**config.mk**
```make
export PLATFORM = sky130hd
export DESIGN_NAME = ntt_addr_gen
export DESIGN_NICKNAME = d
export VERILOG_FILES = /design/src/rtl/ntt_pkg.sv /design/src/rtl/ntt_addr_gen.sv
export SDC_FILE = /design/constraint.sdc
export NUM_CORES = 1
export LEC_CHECK = 0
export BUFFER_PORTS_ARGS = -buffer_cell sky130_fd_sc_hd__buf_2
export CORE_MARGIN = 10
export CORE_UTILIZATION = 54
export CTS_CLUSTER_DIAMETER = 120
export DETAILED_ROUTE_END_ITERATION = 10
export HOLD_SLACK_MARGIN = 0.03
export PLACE_DENSITY = 0.86
export SYNTH_ARGS = -nofsm -noshare
export SYNTH_HDL_FRONTEND = slang
export SYNTH_SLANG_ARGS = --single-unit
```
**constraint.sdc**
```tcl
create_clock -name clk -period 4.2 [get_ports clk]
set_clock_uncertainty 0.15 [all_clocks]
set_input_delay 0.21 -clock clk [delete_from_list [all_inputs] [get_ports clk]]
set_output_delay 0.21 -clock clk [all_outputs]
set_load 0.05 [all_outputs]
```
**src/rtl/ntt_pkg.sv**
```systemverilog
// Shared definitions for the NTT address generator: FSM state encoding and
// default transform geometry.
package ntt_pkg;

    typedef enum logic [1:0] {
        ST_IDLE  = 2'd0,
        ST_ISSUE = 2'd1,
        ST_DRAIN = 2'd2,
        ST_DONE  = 2'd3
    } ntt_state_e;

    localparam int NTT_LOGN_DEF       = 8;
    localparam int NTT_PIPE_DEPTH_DEF = 4;

endpackage

```
**src/rtl/ntt_addr_gen.sv**
```systemverilog
// Forward-NTT butterfly address generator. Walks LOGN stages of N/2
// butterflies each, presenting (addr_a, addr_b = addr_a + len, tw_idx) under
// ready/valid, and idles PIPE_DEPTH cycles between stages so the previous
// stage's write-backs land before the next stage reads them.
module ntt_addr_gen
    import ntt_pkg::*;
#(
    parameter int LOGN       = NTT_LOGN_DEF,
    parameter int PIPE_DEPTH = NTT_PIPE_DEPTH_DEF
) (
    input  logic                     clk,
    input  logic                     reset,
    input  logic                     start,
    input  logic                     ready,
    output logic                     busy,
    output logic                     done,
    output logic                     issue_valid,
    output logic [LOGN-1:0]          addr_a,
    output logic [LOGN-1:0]          addr_b,
    output logic [LOGN-1:0]          tw_idx,
    output logic [$clog2(LOGN)-1:0]  stage
);

    localparam int N    = 1 << LOGN;
    localparam int HALF = N / 2;
    localparam int GW   = LOGN + 1;                  // group base can reach N
    localparam int CW   = LOGN - 1;                  // butterflies per stage counter
    localparam int STW  = $clog2(LOGN);
    localparam int DW   = $clog2(PIPE_DEPTH + 1);

    localparam logic [CW-1:0]  CNT_LAST   = CW'(HALF - 1);
    localparam logic [STW-1:0] STAGE_LAST = STW'(LOGN - 1);
    localparam logic [DW-1:0]  DRAIN_LAST = DW'(PIPE_DEPTH - 1);

    ntt_state_e      state_q, state_d;
    logic [STW-1:0]  stage_q, stage_d;
    logic [LOGN-1:0] len_q, len_d;
    logic [GW-1:0]   grp_base_q, grp_base_d;
    logic [LOGN-1:0] j_q, j_d;
    logic [LOGN-1:0] k_q, k_d;                       // wraps N -> 0 after the final fire
    logic [CW-1:0]   cnt_q, cnt_d;
    logic [DW-1:0]   drain_q, drain_d;
    logic            busy_q, busy_d;
    logic            done_q, done_d;
    logic            issue_valid_q, issue_valid_d;
    logic [LOGN-1:0] addr_b_q, addr_b_d;
    logic [GW-1:0]   grp_next;

    // Next-state and counter update for the issue/drain sequencer.
    always_comb begin
        state_d       = state_q;
        stage_d       = stage_q;
        len_d         = len_q;
        grp_base_d    = grp_base_q;
        j_d           = j_q;
        k_d           = k_q;
        cnt_d         = cnt_q;
        drain_d       = drain_q;
        busy_d        = busy_q;
        done_d        = 1'b0;
        issue_valid_d = issue_valid_q;
        grp_next      = grp_base_q + {len_q, 1'b0};

        case (state_q)
            ST_IDLE: begin
                if (start) begin
                    state_d       = ST_ISSUE;
                    stage_d       = '0;
                    len_d         = LOGN'(HALF);
                    grp_base_d    = '0;
                    j_d           = '0;
                    k_d           = LOGN'(1);
                    cnt_d         = '0;
                    drain_d       = '0;
                    busy_d        = 1'b1;
                    issue_valid_d = 1'b1;
                end
            end
            ST_ISSUE: begin
                // Nothing moves unless the downstream takes this pair.
                if (ready) begin
                    k_d = k_q;
                    if (cnt_q == CNT_LAST) begin
                        state_d       = ST_DRAIN;
                        len_d         = len_q >> 1;
                        grp_base_d    = '0;
                        j_d           = '0;
                        k_d           = k_q + LOGN'(1);
                        cnt_d         = '0;
                        drain_d       = '0;
                        issue_valid_d = 1'b0;
                    end else begin
                        cnt_d = cnt_q + CW'(1);
                        if (({1'b0, j_q} + GW'(1)) < (grp_base_q + {1'b0, len_q})) begin
                            j_d = j_q + LOGN'(1);
                        end else begin
                            grp_base_d = grp_next;
                            j_d        = grp_next[LOGN-1:0];
                            k_d        = k_q + LOGN'(1);
                        end
                    end
                end
            end
            ST_DRAIN: begin
                // Fixed-length bubble, deliberately blind to ready.
                if (drain_q == DRAIN_LAST) begin
                    drain_d = '0;
                    if (stage_q == STAGE_LAST) begin
                        state_d = ST_DONE;
                        done_d  = 1'b1;
                    end else begin
                        state_d       = ST_ISSUE;
                        stage_d       = stage_q + STW'(1);
                        issue_valid_d = 1'b1;
                    end
                end else begin
                    drain_d = drain_q + DW'(1);
                end
            end
            ST_DONE: begin
                state_d = ST_IDLE;
                busy_d  = 1'b0;
            end
            default: begin
                state_d = ST_IDLE;
            end
        endcase

        addr_b_d = j_d + len_d;
    end

    // State, counter and output registers; reset clears everything.
    always_ff @(posedge clk) begin
        if (reset) begin
            state_q       <= ST_IDLE;
            stage_q       <= '0;
            len_q         <= '0;
            grp_base_q    <= '0;
            j_q           <= '0;
            k_q           <= '0;
            cnt_q         <= '0;
            drain_q       <= '0;
            busy_q        <= 1'b0;
            done_q        <= 1'b0;
            issue_valid_q <= 1'b0;
            addr_b_q      <= '0;
        end else begin
            state_q       <= state_d;
            stage_q       <= stage_d;
            len_q         <= len_d;
            grp_base_q    <= grp_base_d;
            j_q           <= j_d;
            k_q           <= k_d;
            cnt_q         <= cnt_d;
            drain_q       <= drain_d;
            busy_q        <= busy_d;
            done_q        <= done_d;
            issue_valid_q <= issue_valid_d;
            addr_b_q      <= addr_b_d;
        end
    end

    assign busy        = busy_q;
    assign done        = done_q;
    assign issue_valid = issue_valid_q;
    assign addr_a      = j_q;
    assign addr_b      = addr_b_q;
    assign tw_idx      = k_q;
    assign stage       = stage_q;

endmodule

```
==> flow_summary.json, run 1 <==
{
  "status": "finished, violations left",
  "failed_checks": "setup timing",
  "max_freq_ghz": 0.216,
  "whs_ns": 0.221,
  "syn-cell-area_mm2": 0.00358,
  "drc": 0,
  "start_util_pct": 56.1,
  "cp.arrival_ns": 4.71,
  "dieWidth_um": 101,
  "numCtsBuffers": 9,
  "num_rows": 29,
  "clkTransAtPathRegs_ns": 0.07,
  "min_path_type": "input pin to register",
  "setup_violations": 4,
  "power.total_mw": 1.23,
  "required_ns": 4.28,
  "peakVddDrop_uv": 227,
  "synth_compound_gate_area_share_pct": 20.4,
  "coreArea_mm2": 0.00639,
  "syn_nets": 450,
  "numPortBuffers": 33,
  "cp_top_family": "compound AO/OA/AOI/OAI gates",
  "vias": 3548,
  "cap_violations": 0,
  "syn_inst": 409,
  "cts_num_sinks": 58,
  "gp_congestion": 0.902,
  "die_area_mm2": 0.0103,
  "reg2reg_setup_slack_ns": -0.42,
  "gr-usage-all-layers_pct": 19.4,
  "tns_ns": -1.02,
  "avgViaCountPerCell": 6.05,
  "yosys.area_share.xor_xnor_pct": 6.11,
  "synth_top_family_by_area": "simple AND/OR/NAND/NOR gates",
  "rsz0062_at_grt": "yes",
  "diodes": 0,
  "synth_ff_type": "dfxtp_1",
  "final_area_mm2": 0.00467,
  "ys_seq_area_share_pct": 32.4,
  "critPathLaunchType": "register",
  "wl_per_cell_um": 18.4,
  "grt_pass1_vias": 3438,
  "synth-async-reset-ratio_pct": 0,
  "synth_top_area_share_pct": 32.4,
  "critPathSlowestCell": "o41ai_2",
  "power_density_mw_per_mm2": 264,
  "ys_seq_elements": 58,
  "synth-simple-area-share_pct": 23.7,
  "synth_fa_ha_area_share_pct": 13.3,
  "path_max_fanout": 4,
  "yosysTopAreaCell": "dfxtp_1",
  "htree_levels": 3,
  "antenna_found_initial": 0,
  "cts_tree": "done",
  "postLayoutCoreUtil_pct": 73.1,
  "synthMuxAreaShare_pct": 1.19,
  "ant_nets": 0,
  "dp_cells": 556,
  "grt_max_degree": 50,
  "postPlaceCellArea_mm2": 0.00417,
  "worst_slew_pin_slew_ns": 0.940,
  "ys_top_cells_by_count": "58 x dfxtp_1, 41 x nor2_1, 35 x a21oi_1, 35 x ha_1, 30 x nand2_1",
  "clk_latency_ns": 0.35,
  "finalNonFillerCells": 586,
  "die_height_um": 101,
  "fin_crit_sh_pct": 110,
  "fin_crit_ns": 4.62,
  "final_layout_size_suffix_gt1_share_pct": 35.0,
  "cellLeakagePower_nw": 2.10,
  "path_buf_inv": 0,
  "synth_enable_flop_cells": 0,
  "drt_iter0_drc": 331,
  "crit_chain": "ha_4 > a21oi_4 > nor2b_2 > o21a_1 > o21ai_4 > nand2b_1 > xnor2_1 > ha_1 > a21oi_2 > o21ai_2 > a41oi_4 > nand3_1 > a21o_1 > nand2_1 > ha_1 > a21oi_2 > o221ai_2 > o41ai_2 > xnor2_1 > nor2b_1 > mux2_4",
  "clk_path_buf_depth": 2,
  "grt_first_pass_wirelength_um": 16300,
  "drtPass1Iterations": 5,
  "root_buffer": "clkbuf_8",
  "nNetsFinal": 545,
  "overflow": 0,
  "final_hold_viol_count": 0,
  "hpwlAfterDp_um": 6830,
  "maxSlewViolCount": 0,
  "synthToLayoutAreaGrowth_pct": 30.3,
  "ys_types": 64,
  "setup_ws_ns": -0.422,
  "synth_most_common_cell": "dfxtp_1",
  "dpl_worst_slack_ns": -0.380,
  "cp-end-kind": "register",
  "drt-total-wl_um": 10800,
  "ios": 34,
  "crit_path_max_incr_delay_ns": 0.40,
  "yosys-top-cells-area": "dfxtp_1 32%, ha_1 12%, a21oi_1 4.9%",
  "fillers": 424,
  "yosys_warnings": 0,
  "crit_type": "register to register",
  "synth.avg_cell_area_um2": 8.76,
  "slew_headroom_pct": 37.3
}
[report_power, final]
group          internal [mW]  switching [mW]
Combinational         0.0713           0.127
Sequential             0.561          0.0142
Clock                  0.227           0.234
Total                  0.859           0.375
[layout make-up]
| class | instances | area (um^2) | area share [%] |
|---|---|---|---|
| timing repair buffer | 96 | 642 | 13.7 |
| inverter | 11 | 41.3 | 0.884 |
| multi-input combinational | 328 | 2550 | 54.7 |
| sequential | 58 | 1170 | 25.0 |
| clock inverter | 5 | 30.0 | 0.643 |
| tap | 77 | 96.3 | 2.06 |
| clock buffer | 11 | 141 | 3.03 |
[placed cells by master (no fill, tap or decap), types with 3 or more instances in the layout]
cell,instances
buf_4,62
dfxtp_1,54
nor2_1,39
buf_2,33
a21oi_1,28
ha_1,28
nand2_1,27
nor2b_1,18
nand3_1,14
xnor2_1,14
xor2_1,11
a22oi_1,10
nor3_1,10
clkbuf_8,10
inv_1,9
a21o_1,9
o21ai_0,8
a21oi_2,7
a22o_1,7
ha_4,6
nand2b_1,5
and3_1,5
or2_2,5
nand2_2,4
o31ai_1,4
dfxtp_2,4
a21oi_4,3
nor3_2,3
and2_4,3
o21ai_4,3
o21ai_2,3
or3_1,3
clkinv_2,3
[registers in the layout, indices dropped and copies added (netlist names)]
signal / count
len_q: 8
stage: 3
done: 1
addr_b: 8
cnt_q: 7
addr_a: 8
busy: 1
grp_base_q: 8
state_q: 2
issue_valid: 1
drain_q: 3
tw_idx: 8
[worst min-delay path: stages]
cell and delay [ns]:
buf_2 0.13, nand2_1 0.07, a21oi_1 0.06, a2bb2oi_1 0.12, nor2_1 0.07
[path summary, 6_finish.rpt]
path                                              start                       to  cells past startpoint
worst max-delay path                len_q[2]$_SDFF_PP0_     addr_b[7]$_SDFF_PP0_                     21
worst min-delay path                              ready  state_q[0]$_SDFFE_PP0P_                      5
worst max register to register      len_q[2]$_SDFF_PP0_     addr_b[7]$_SDFF_PP0_                     21
worst min register to register  drain_q[2]$_SDFFE_PP0P_  drain_q[2]$_SDFFE_PP0P_                      1
[routing by layer]
metal  global-route usage (%)  wire length, um
met3                     3.74              730
met5                        0                0
met1                     23.1             4400
met4                     10.6              513
met2                     32.1             5120
[timing repair]
action	in CTS	in global routing
setup buffers	5	10
pin swaps	10	23
endpoints found under the setup margin	4	4
gates resized for setup	31	24
hold buffers	0	0
[cell families (layout without fill, tap and decap cells)]
family | count (synthesis) | after routing
compound gates | 102 | 102
xor+xnor | 25 | 25
fa+ha+maj | 37 | 37
buf+inv | 23 | 123
flops | 58 | 58
mux | 4 | 4
simple gates | 160 | 160
(Power assumes the default switching activity.)
==> inputs of run 2 (changes only) <==
--- a/config.mk
+++ b/config.mk
@@ -5,6 +5,7 @@
 export SDC_FILE = /design/constraint.sdc
 export NUM_CORES = 1
 export LEC_CHECK = 0
+export ABC_AREA = 1
 export BUFFER_PORTS_ARGS = -buffer_cell sky130_fd_sc_hd__buf_2
 export CORE_MARGIN = 10
 export CORE_UTILIZATION = 54
==> run 2 against run 1 <==
Compared with the run above:
- the run now ends clean
- register-to-register slack improved by 0.48 ns
- die area fell by 1.2%
- design area fell by 9.0%
- critical path type unchanged
- largest power group unchanged
==> flow_summary.json, run 2 <==
{
  "grt_first_pass_wirelength_um": 14600,
  "ios": 34,
  "layout_common_cells": "106 x nand2_1, 56 x dfxtp_1, 49 x a21oi_1",
  "syn_inst": 481,
  "ys_seq_elements": 58,
  "setup_violations": 0,
  "grt_max_degree": 37,
  "tns_ns": 0,
  "slew_headroom_pct": 52.3,
  "die_area_mm2": 0.0102,
  "crit_top_cell": "nand2_2",
  "drt_iter0_drc": 312,
  "path_max_fanout": 4,
  "syn_nets": 522,
  "mostFrequentLayoutCell": "nand2_1",
  "dieWidth_um": 101,
  "yosys-top-cells-area": "dfxtp_1 33%, nand2_1 13%, ha_1 12%",
  "cellLeakagePower_nw": 2.04,
  "setup_ws_ns": 0.0583,
  "gr-usage-all-layers_pct": 17.6,
  "routed.top_layer": "met4",
  "drt-total-wl_um": 9620,
  "synth_enable_flop_cells": 0,
  "cp.arrival_ns": 4.23,
  "worst_slew_pin_slew_ns": 0.715,
  "start_util_pct": 55.6,
  "min_from": "start",
  "final_layout_size_suffix_gt1_share_pct": 23.7,
  "overflow": 0,
  "reg2reg_setup_slack_ns": 0.06,
  "yosysTopAreaCell": "dfxtp_1",
  "synth.avg_cell_area_um2": 7.34,
  "met2_length_um": 4800,
  "synth_top_area_share_pct": 32.9,
  "dp_cells": 593,
  "nNetsFinal": 575,
  "die_height_um": 101,
  "rsz0062_at_grt": "yes",
  "wl_met1_um": 3870,
  "r2r_cells": 30,
  "synthToLayoutAreaGrowth_pct": 20.3,
  "critPathLaunchType": "register",
  "wl_per_cell_um": 15.6,
  "grt_pass1_vias": 3187,
  "cts_num_sinks": 58,
  "crit_type": "register to register",
  "fin_crit_ns": 4.14,
  "avgViaCountPerCell": 5.76,
  "diodes": 0,
  "critPathSlowestCell": "fa_2",
  "status": "finished, final reports clean",
  "root_buffer": "clkbuf_8",
  "peakVddDrop_uv": 231,
  "htree_levels": 3,
  "clk_latency_ns": 0.35,
  "dpl_worst_slack_ns": -0.0554,
  "max_freq_ghz": 0.241,
  "wl_met3_um": 599,
  "maxSlewViolCount": 0,
  "cap_violations": 0,
  "gp_congestion": 0.970,
  "fin_crit_sh_pct": 98.6,
  "clk_path_buf_depth": 2,
  "numPortBuffers": 33,
  "antenna_found_initial": 0,
  "num_rows": 29,
  "syn-cell-area_mm2": 0.00353,
  "coreArea_mm2": 0.00635,
  "clkTransAtPathRegs_ns": 0.07,
  "drtPass1Iterations": 5,
  "ant_nets": 0,
  "synth_ff_type": "dfxtp_1",
  "ys_seq_area_share_pct": 32.9,
  "whs_endpoint": "busy$_SDFFE_PP0P_",
  "drc": 0,
  "ys_types": 41,
  "regToRegEndpoint": "addr_b[6]$_SDFF_PP0_",
  "postLayoutCoreUtil_pct": 66.9,
  "synth_most_common_cell": "nand2_1",
  "power.total_mw": 1.32,
  "reg2reg_from": "grp_base_q[2]$_SDFFE_PP0P_",
  "power_density_mw_per_mm2": 310,
  "required_ns": 4.29,
  "final_hold_viol_count": 0,
  "min_path_type": "input pin to register",
  "cts_tree": "done",
  "yosys_warnings": 0,
  "numCtsBuffers": 9,
  "ys_top_cells_by_count": "119 x nand2_1, 58 x dfxtp_1, 55 x a21oi_1",
  "finalNonFillerCells": 616,
  "hold-path-cell-count": 3,
  "cp-end-kind": "register",
  "vias": 3547,
  "crit_path_max_incr_delay_ns": 0.36,
  "hpwlAfterDp_um": 6720,
  "synth-async-reset-ratio_pct": 0
}
-- run 2: where the power goes --
| part | total [mW] | internal, mW | switching [mW] |
|---|---|---|---|
| Clock | 0.500 | 0.269 | 0.230 |
| Combinational | 0.236 | 0.0663 | 0.170 |
| Sequential | 0.582 | 0.566 | 0.0167 |
-- run 2: how the worst max path moves through the flow --
stage,startpoint,to,cells after the start
6_report,grp_base_q[2]$_SDFFE_PP0P_,addr_b[6]$_SDFF_PP0_,30
5_1_grt,grp_base_q[2]$_SDFFE_PP0P_,addr_b[6]$_SDFF_PP0_,30
4_1_cts,len_q[2]$_SDFF_PP0_,addr_b[6]$_SDFF_PP0_,30
3_5_place_dp,len_q[2]$_SDFF_PP0_,addr_b[6]$_SDFF_PP0_,31
3_3_place_gp,len_q[2]$_SDFF_PP0_,addr_b[6]$_SDFF_PP0_,30
2_1_floorplan,grp_base_q[2]$_SDFFE_PP0P_,addr_b[6]$_SDFF_PP0_,30
-- run 2: through the flow --
stage | hold slack (ns) | area [um^2]
3_5_place_dp | 0.304 | 3820
2_1_floorplan | 0.273 | 3530
3_3_place_gp | 0.290 | 3820
4_1_cts | 0.114 | 4030
5_1_grt | 0.129 | 4250
6_report | 0.108 | 4250
-- run 2: cell families (layout without fill, tap and decap cells) --
group                      count (synthesis)  in the layout  synth area share (%)
and+or+nand+nor                          220            220                  29.1
DFF                                       58             58                  32.9
AOI/OAI and AO/OA                         84             84                  12.9
buffers and inverters                     63            121                  6.88
adders and majority gates                 37             37                  13.5
xor gates and xnor gates                  19             19                  4.71
-- run 2: critical path: cells and delay by family (launching register included) --
family / cells / cell delay, ns
AOI/OAI and AO/OA: 7 / 0.88
xor gates and xnor gates: 1 / 0.16
adders and majority gates: 4 / 0.99
buffers and inverters: 1 / 0.04
and+or+nand+nor: 17 / 1.43
DFF: 1 / 0.35
-- run 2: cell type report --
class / instances / area [um^2]
timing repair buffer: 48 / 282
multi-input combinational: 360 / 2300
clock buffer: 10 / 128
tap: 77 / 96.3
clock inverter: 6 / 57.6
fill: 450 / 2100
inverter: 57 / 216
sequential: 58 / 1170
-- run 2: routing by layer --
metal  vias up  track usage, %
met2       150            28.9
met3        43            3.43
met5         -               0
li1       1693               -
met4         0            10.1
met1      1661            20.9
-- run 2: repair_timing --
item,in CTS,in global routing
pin swaps,2,20
resized for setup,6,41
setup buffers,1,6
setup endpoints to repair,3,5
hold buffers,0,0
cloned,0,0
==> inputs of run 3 (changes only) <==
--- a/config.mk
+++ b/config.mk
@@ -11,8 +11,10 @@
 export CORE_UTILIZATION = 54
 export CTS_CLUSTER_DIAMETER = 120
 export DETAILED_ROUTE_END_ITERATION = 10
+export GPL_TIMING_DRIVEN = 0
 export HOLD_SLACK_MARGIN = 0.03
 export PLACE_DENSITY = 0.86
+export REMOVE_ABC_BUFFERS = 1
 export SYNTH_ARGS = -nofsm -noshare
 export SYNTH_HDL_FRONTEND = slang
 export SYNTH_SLANG_ARGS = --single-unit
==> run 3 against run 2 <==
Compared with the run above:
- the flow now finishes with violations (setup timing)
- critical path depth unchanged
- count of clock-buffer cells in the layout grew 3
- worst hold slack better by 0.027 ns
- non-clock buffer count increased by 3
- wire length decreased by 2.0%
- highest routed layer unchanged
- sequential power hardly changed
==> flow_summary.json, run 3 (synthesized netlist as in run 2, its figures left out) <==
{
  "status": "finished, violations left",
  "failed_checks": "setup timing",
  "power_frac_seq_pct": 42.3,
  "coreArea_mm2": 0.00635,
  "power_density_mw_per_mm2": 322,
  "crit_path_max_incr_delay_ns": 0.37,
  "p_int_mw": 0.956,
  "critPathLaunchType": "register",
  "overflow": 0,
  "diodes": 0,
  "rsz0062_at_grt": "yes",
  "postPlaceCellArea_mm2": 0.00376,
  "numCtsBuffers": 9,
  "slew_headroom_pct": 53.3,
  "ios": 34,
  "min_path_type": "input pin to register",
  "p_clk_share_pct": 39.6,
  "synthToLayoutAreaGrowth_pct": 21.3,
  "dieWidth_um": 101,
  "antenna_found_initial": 0,
  "cellLeakagePower_nw": 2.07,
  "gp_congestion": 0.864,
  "start_util_pct": 55.6,
  "avgViaCountPerCell": 5.62,
  "critPathSlowestCell": "fa_2",
  "drc": 0,
  "final_layout_size_suffix_gt1_share_pct": 24.0,
  "htree_levels": 3,
  "switching_power_mw": 0.421,
  "clk_path_buf_depth": 2,
  "cts_num_sinks": 58,
  "nNetsFinal": 578,
  "maxSlewViolCount": 0,
  "grt_max_degree": 37,
  "grt_pass1_vias": 3326,
  "layout_common_cells": "108 x nand2_1, 55 x dfxtp_1, 51 x a21oi_1",
  "fillers": 454,
  "drt-total-wl_um": 9430,
  "die_area_mm2": 0.0102,
  "fin_crit_ns": 4.26,
  "required_ns": 4.29,
  "peakVddDrop_uv": 197,
  "worst_slew_pin_slew_ns": 0.701,
  "cap_violations": 0,
  "power.total_mw": 1.38,
  "final_hold_viol_count": 0,
  "ant_nets": 0,
  "grt_first_pass_wirelength_um": 14800,
  "dpl_worst_slack_ns": -0.614,
  "clk_latency_ns": 0.35,
  "mostFrequentLayoutCell": "nand2_1",
  "root_buffer": "clkbuf_8",
  "gr-usage-all-layers_pct": 17.9,
  "path_max_fanout": 4,
  "clkTransAtPathRegs_ns": 0.07,
  "cts_tree": "done",
  "fin_crit_sh_pct": 102,
  "cp-end-kind": "register",
  "hpwlAfterDp_um": 6540,
  "num_rows": 29,
  "crit_type": "register to register",
  "wl_per_cell_um": 15.3,
  "setup_violations": 2,
  "ctsHoldBuffers": 0,
  "sw_frac_of_total_pct": 30.6,
  "numPortBuffers": 33,
  "multi_input_area_mm2": 0.00229,
  "max_freq_ghz": 0.235,
  "crit_top_cell": "nand2_2",
  "regArea_mm2": 0.00117,
  "power_frac_comb_pct": 18.2,
  "drt_iter0_drc": 260,
  "setup_ws_ns": -0.0636,
  "die_height_um": 101,
  "final_area_mm2": 0.00428,
  "drtPass1Iterations": 5,
  "vias": 3472,
  "cp.arrival_ns": 4.35
}
==> run 3: what timing repair did <==
| item | CTS | global route |
|---|---|---|
| pin swaps | 9 | 25 |
| buffers inserted | 6 | 12 |
| cloned | 0 | 0 |
| setup endpoints to repair | 7 | 5 |
| gates resized for setup | 27 | 22 |
==> run 3: critical path, delay by kind of cell (launching register included) <==
kind | cells | cell delay, ns
compound gates | 7 | 0.86
fa+ha+maj | 4 | 1.04
buf+inv | 1 | 0.04
flops | 1 | 0.36
xor+xnor | 1 | 0.16
simple gates | 17 | 1.53
==> run 3: power groups by stage <==
stage	logic, mW	registers [mW]	clock network (mW)
final	0.250	0.582	0.545
after global routing	0.266	0.584	0.576
after floorplan	0.125	0.626	0
after global placement	0.208	0.594	0
after detailed placement	0.214	0.595	0
after CTS	0.235	0.581	0.547
==> run 3: per-stage QoR <==
| step | instances | hold WS (ns) | utilization [%] | setup TNS, ns |
|---|---|---|---|---|
| after floorplan | 475 | 0.127 | - | 0 |
| final | 618 | 0.136 | 67.4 | -0.0788 |
| after CTS | 606 | 0.112 | 64.7 | -0.00436 |
| after global routing | 618 | 0.142 | 67.4 | -0.709 |
| after global placement | 585 | 0.297 | 59.3 | -1.32 |
| after detailed placement | 585 | 0.309 | 59.3 | -2.22 |
==> run 3: path summary, 6_finish.rpt <==
path	from	slack, ns	to	cells past startpoint
worst max-delay path	grp_base_q[2]$_SDFFE_PP0P_	-0.06	addr_b[6]$_SDFF_PP0_	30
worst min-delay path	start	0.14	busy$_SDFFE_PP0P_	3
worst max register to register	grp_base_q[2]$_SDFFE_PP0P_	-0.06	addr_b[6]$_SDFF_PP0_	30
worst min register to register	drain_q[1]$_SDFFE_PP0P_	0.32	drain_q[1]$_SDFFE_PP0P_	2
==> run 3: routing by layer <==
layer  share of wire (%)  wire length, um  vias to the layer above  GRT usage, %
met3                 6.1              578                       30          4.25
met2                  50             4730                      124          30.2
met5                   0                0                        -             0
li1                    -                -                     1696             -
met1                  41             3850                     1622          20.5
met4                 2.9              278                        0          9.02
==> run 3: layout make-up <==
class / count / share of cell area (%)
multi-input combinational: 360 / 53.5
sequential: 58 / 27.3
timing repair buffer: 51 / 7.10
inverter: 57 / 5.06
clock buffer: 13 / 3.95
tap: 77 / 2.25
clock inverter: 2 / 0.818
